--- src/rtl/sar_search_if.sv ---
// Handshake and comparator bundle for the successive-approximation search.
// The master side requests searches and closes the loop through an external
// comparator (ge); the slave side is the search engine itself.
interface sar_search_if #(
  parameter int BITS = 8
);
  logic            start;
  logic            ge;
  logic [BITS-1:0] guess;
  logic            busy;
  logic            done;
  logic [BITS-1:0] result;

  modport master (
    output start,
    output ge,
    input  guess,
    input  busy,
    input  done,
    input  result
  );

  modport slave (
    input  start,
    input  ge,
    output guess,
    output busy,
    output done,
    output result
  );
endinterface

--- src/rtl/sar_search.sv ---
// Successive-approximation search engine. One trial bit per TEST cycle from
// MSB down to LSB; the external comparator answers "target >= guess" in the
// same cycle, so a search always takes exactly BITS TEST cycles followed by a
// single DONE cycle. result only moves on the final trial or on reset.
module sar_search #(
  parameter int BITS = 8
) (
  input  logic         clk,
  input  logic         rst,
  sar_search_if.slave  bus
);

  typedef enum logic [1:0] {
    IDLE = 2'd0,
    TEST = 2'd1,
    DONE = 2'd2
  } state_t;

  localparam logic [BITS-1:0] MSB_MASK = {1'b1, {(BITS-1){1'b0}}};
  localparam logic [BITS-1:0] LSB_MASK = {{(BITS-1){1'b0}}, 1'b1};

  state_t          state_reg, state_next;
  logic [BITS-1:0] acc_reg, acc_next;
  logic [BITS-1:0] mask_reg, mask_next;
  logic [BITS-1:0] result_reg, result_next;

  logic            in_test;
  logic [BITS-1:0] guess_w;

  // State, accumulator, trial mask and published result registers.
  always_ff @(posedge clk) begin
    if (rst) begin
      state_reg  <= IDLE;
      acc_reg    <= '0;
      mask_reg   <= '0;
      result_reg <= '0;
    end else begin
      state_reg  <= state_next;
      acc_reg    <= acc_next;
      mask_reg   <= mask_next;
      result_reg <= result_next;
    end
  end

  // Next-state logic: accept a request in IDLE, keep or drop one trial bit
  // per TEST cycle, publish the accumulator on the LSB trial.
  always_comb begin
    state_next  = state_reg;
    acc_next    = acc_reg;
    mask_next   = mask_reg;
    result_next = result_reg;
    case (state_reg)
      IDLE: begin
        if (bus.start) begin
          state_next = TEST;
          acc_next   = '0;
          mask_next  = MSB_MASK;
        end
      end
      TEST: begin
        if (bus.ge) begin
          acc_next = acc_reg | mask_reg;
        end
        if (mask_reg == LSB_MASK) begin
          // Final trial: include this cycle's bit in the published value.
          result_next = bus.ge ? (acc_reg | mask_reg) : acc_reg;
          state_next  = DONE;
        end else begin
          mask_next = mask_reg >> 1;
        end
      end
      DONE: begin
        state_next = IDLE;
      end
      default: begin
        state_next = IDLE;
      end
    endcase
  end

  assign in_test = (state_reg == TEST);

  // Candidate is the kept bits plus the bit under trial, forced to zero
  // outside TEST so the comparator sees a quiet bus when idle.
  for (genvar gi = 0; gi < BITS; gi++) begin : g_guess
    assign guess_w[gi] = in_test & (acc_reg[gi] | mask_reg[gi]);
  end

  assign bus.guess  = guess_w;
  assign bus.busy   = in_test;
  assign bus.done   = (state_reg == DONE);
  assign bus.result = result_reg;

endmodule

--- src/flat_wrapper.sv ---
// flat-port wrapper written by rule: the top's interface ports become plain ports
module sar_search_flat 
#(
  parameter int BITS = 8
)
  (clk, rst, bus_start, bus_ge, bus_guess, bus_busy, bus_done, bus_result);
  sar_search_if #(.BITS(BITS)) bus_i ();
  input  logic clk;
  input  logic rst;
  input wire logic [$bits(bus_i.start)-1:0] bus_start;
  input wire logic [$bits(bus_i.ge)-1:0] bus_ge;
  output wire logic [$bits(bus_i.guess)-1:0] bus_guess;
  output wire logic [$bits(bus_i.busy)-1:0] bus_busy;
  output wire logic [$bits(bus_i.done)-1:0] bus_done;
  output wire logic [$bits(bus_i.result)-1:0] bus_result;
  assign bus_i.start = bus_start;
  assign bus_i.ge = bus_ge;
  assign bus_guess = bus_i.guess;
  assign bus_busy = bus_i.busy;
  assign bus_done = bus_i.done;
  assign bus_result = bus_i.result;
  sar_search #(.BITS(BITS)) u_core (.clk(clk), .rst(rst), .bus(bus_i));
endmodule
--- config.mk ---
export PLATFORM = sky130hd
export DESIGN_NAME = sar_search_flat
export DESIGN_NICKNAME = d
export VERILOG_FILES = /design/src/rtl/sar_search_if.sv /design/src/rtl/sar_search.sv /design/src/flat_wrapper.sv
export SDC_FILE = /design/constraint.sdc
export NUM_CORES = 1
export LEC_CHECK = 0
export BUFFER_PORTS_ARGS = -buffer_cell sky130_fd_sc_hd__buf_2
export CAP_MARGIN = 20
export CORE_ASPECT_RATIO = 1.4
export CORE_MARGIN = 2
export CORE_UTILIZATION = 40
export CTS_BUF_LIST = sky130_fd_sc_hd__clkbuf_16
export CTS_CLUSTER_DIAMETER = 40
export DETAILED_ROUTE_END_ITERATION = 10
export PLACE_DENSITY = 0.7
export SYNTH_ARGS = -nofsm -noshare
export SYNTH_HDL_FRONTEND = slang
export SYNTH_SLANG_ARGS = --single-unit
--- constraint.sdc ---
create_clock -name clk -period 1.65 [get_ports clk]
set_clock_uncertainty 0.15 [all_clocks]
set_input_delay 0.0825 -clock clk [delete_from_list [all_inputs] [get_ports clk]]
set_output_delay 0.0825 -clock clk [all_outputs]
set_load 0.01 [all_outputs]
==> results.txt <==
The run finished with clean final reports. The fraction of the mapped netlist area in simple logic gates is 0.147. The largest fanout on the critical path came out at 17. Counting flops and latches in the post-synthesis netlist gives 26. The share of synthesized area in the top cell type comes to 0.487.

The total power draw is 1260 uW. The DRC violation count after routing is 0. Input and output buffers added on the ports amount to 21. The kind of cell with the highest combined delay along the critical path is flip-flops.

After synthesis, the largest family of logic cells by area is compound AO/OA/AOI/OAI gates. Ranked by total cell area, the synthesized netlist is headed by sky130_fd_sc_hd__dfxtp_1 (49%), sky130_fd_sc_hd__a22oi_1 (11%), sky130_fd_sc_hd__a211oi_1 (5.6%). The total power density per cell area is 955 mW/mm^2. The buffer count from post-CTS setup fixing is 0. The share of synthesized area occupied by flip-flops and latches is 0.487. The first global-routing pass estimated 4040 um of wire. STA puts the critical path data arrival time at 1.31 ns. Setup slack on the critical path of the routed design comes to 0.112 ns. The full die area came out at 0.00311 mm^2. The area overhead of the layout relative to synthesis came out at 22.9%. The worst setup path is launched from a register. The clock sink count is 26. TritonCTS built the clock tree. The number of antenna violations at the first check in global routing was 0. In the final layout, the multi-input gates occupy 505 um^2. The slew at the pin with the worst max-slew slack came out at 0.444 ns. The most frequently used cell type in the post-synthesis netlist is sky130_fd_sc_hd__dfxtp_1. The number of enable flip-flop cells after synthesis is 0. The critical path in this run is classified as register to output pin. The die span in x is 47.7 um.

The max-capacitance violation count came out at 0. The signal on the critical path passes through nor2b_4, buf_6, o21a_1, buf_2. In the synthesized netlist, the cells that appear most often are sky130_fd_sc_hd__dfxtp_1 (26), sky130_fd_sc_hd__a22oi_1 (15), sky130_fd_sc_hd__nor2_1 (15), sky130_fd_sc_hd__a21oi_1 (10). Synthesis produced a netlist with a net count of 116.

The count of nets left with antenna violations once routing finished came out at 0. The number of clock buffers inserted by TritonCTS is 3. The worst setup path is captured at an output pin.

Registers take 520 um^2. The synthesized design spends more area on one cell type than any other, namely sky130_fd_sc_hd__dfxtp_1. The total iterations of the first detailed-routing run came out at 4.

The tree is rooted in a sky130_fd_sc_hd__clkbuf_16. The placed instances occupy a cell area of 0.00122 mm^2. The maximum count of clock buffers along a single path is 2.

The adder-cell share of the synthesized area is 0. The maximum resistive drop on vdd came out at 0.509 mV. For the final routed database, the setup TNS stands at 0 ns. The vias per cell came out at 5.46. The count of buffer and inverter cells on the critical path is 2. After synthesis, the share of cell area in mux cells is 0.

The HPWL after detailed placement is 1700 um. The average detailed-routed wire length per instance is 13.8 um. Derived from the worst setup path, the maximum achievable clock frequency is 0.650 GHz.

Among all stages on the critical path, the largest delay is contributed by sky130_fd_sc_hd__dfxtp_1. The share of async-settable or async-resettable flops after synthesis is 0. The antenna diode count is 0.

The core occupancy in the finished layout is 0.508. The cell area after synthesis came out at 0.00107 mm^2. At the end of routability-driven placement, the weighted congestion stood at 0.742. In this run the number of H-tree levels came out at 1.

The final period utilization came out at 0.932. Measured against its own limit, the worst slew margin works out to 0.704. The die height is 65.2 um. The hold-fix buffer count after cts is 0. The clock-pin transition on the worst setup and hold timing paths came out at 0.06 ns. The xor-xnor portion of the synthesized cell area came out at 0. The number of hold violations in the final report is 0.

The most frequently used flop master after synthesis is sky130_fd_sc_hd__dfxtp_1. The via count of the first global-routing pass came to 920. The fraction of final layout cells sized beyond drive strength 1 came out at 0.261. The pin count of the biggest net entering global routing came out at 27. The smallest clock period supported by the final layout is computed as 1.54 ns.

The total number of yosys warnings came out at 0. The maximum cell stage delay along the critical path is 0.41 ns. The average cell area after synthesis came out at 9.55 um^2.

In this run the count of I/O pins placed on the die edge is 22. The number of placement rows is 22. The final instance area is 0.00132 mm^2. After global routing the overflow that remains totals 0.

Yosys mapped the design onto 23 distinct sky130hd cell types. The global-route total usage across every layer came out at 0.178. The initial cell density of the core came out at 0.413. The required time of the worst setup path came out at 1.42 ns.

At the end of the flow, the number of nets in the layout was 139. The worst min-delay path category is input port to register. The clock latency at the later pin of the worst-skew pair came out at 0.26 ns. For this design the static power due to leakage is 0.000514 uW. The total via count in the routed design is 928. The number of pins with negative max-slew slack in the final report was 0.

The area of the core came out at 0.00259 mm^2. The total routed wirelength is 2350 um. In the synthesized netlist, the number of instances is 112. The compound-cell area share of the yosys netlist came to 0.318. The detailed router's first-iteration violation count came out at 48. The final setup violation count is 0. The fill cell instance count of the final layout is 255.

Prior to clock tree synthesis, the placed netlist has a worst setup slack of 0.133 ns. Setup repair after global routing left no endpoint under its margin.
[final timing paths]
| check | from | to | slack (ns) | cells after the start |
|---|---|---|---|---|
| worst max-delay path | u_core.state_reg[0]$_SDFFE_PP0P_ | bus_guess[3] | 0.11 | 4 |
| worst max register to register | u_core.mask_reg[1]$_SDFFE_PP0P_ | u_core.bus.result[6]$_SDFFE_PP0P_ | 0.13 | 3 |
| worst min register to register | u_core.acc_reg[4]$_SDFFE_PP0P_ | u_core.acc_reg[4]$_SDFFE_PP0P_ | 0.38 | 2 |
| worst min-delay path | bus_start | u_core.mask_reg[7]$_SDFFE_PP0P_ | 0.02 | 3 |
[stage by stage]
step | cells | hold WS (ns)
6_report | 170 | 0.0157
5_1_grt | 170 | 0.0482
4_1_cts | 170 | 0.0193
3_5_place_dp | 166 | 0.286
3_3_place_gp | 166 | 0.249
2_1_floorplan | 112 | 0.126
[logic make-up (layout without fill, tap and decap cells)]
kind of cell	Yosys count	after routing
AOI/OAI and AO/OA	50	50
and+or+nand+nor	25	25
DFF	26	26
buffers and inverters	11	33
[metal layers]
metal / vias up / global-route usage / wire length (um)
met1: 446 / 0.226 / 1030
met2: 15 / 0.290 / 1190
li1: 463 / - / -
met3: 4 / 0.0247 / 91
met5: - / 0 / 0
met4: 0 / 0.0709 / 35
[worst reg2reg max path, delay by kind of cell (launching register included)]
family,cells,cell delay (ns)
simple gates,2,0.73
compound gates,1,0.12
flops,1,0.38
[layout by cell type (no fill, tap or decap), drive strengths merged]
cell type / n
o21a: 8
clkbuf: 3
nor4: 1
nor4b: 1
inv: 1
dfxtp: 26
nor2: 15
buf: 28
a31oi: 8
a211oi: 8
o21bai: 1
a22oi: 15
nor2b: 1
and3: 1
and2b: 1
nor3: 1
nand4: 1
and3b: 1
a21oi: 10
clkinv: 1
nor3b: 1
or3b: 1
[power breakdown]
group	internal (uW)	switching (uW)
registers	633	8.53
clock network	324	207
logic	30.8	52.9
total	988	268
[what timing repair did]
action	4_1_cts	5_1_grt
gates resized for setup	1	2
endpoints found under the setup margin	5	8
pin swaps	0	0
[layout make-up]
class	instances	share of cell area
clock inverter	1	0.00285
multi-input combinational	75	0.384
clock buffer	3	0.0571
tap	36	0.0343
sequential	26	0.396
timing repair buffer	28	0.123
inverter	1	0.00285
(Power assumes the default switching activity.)
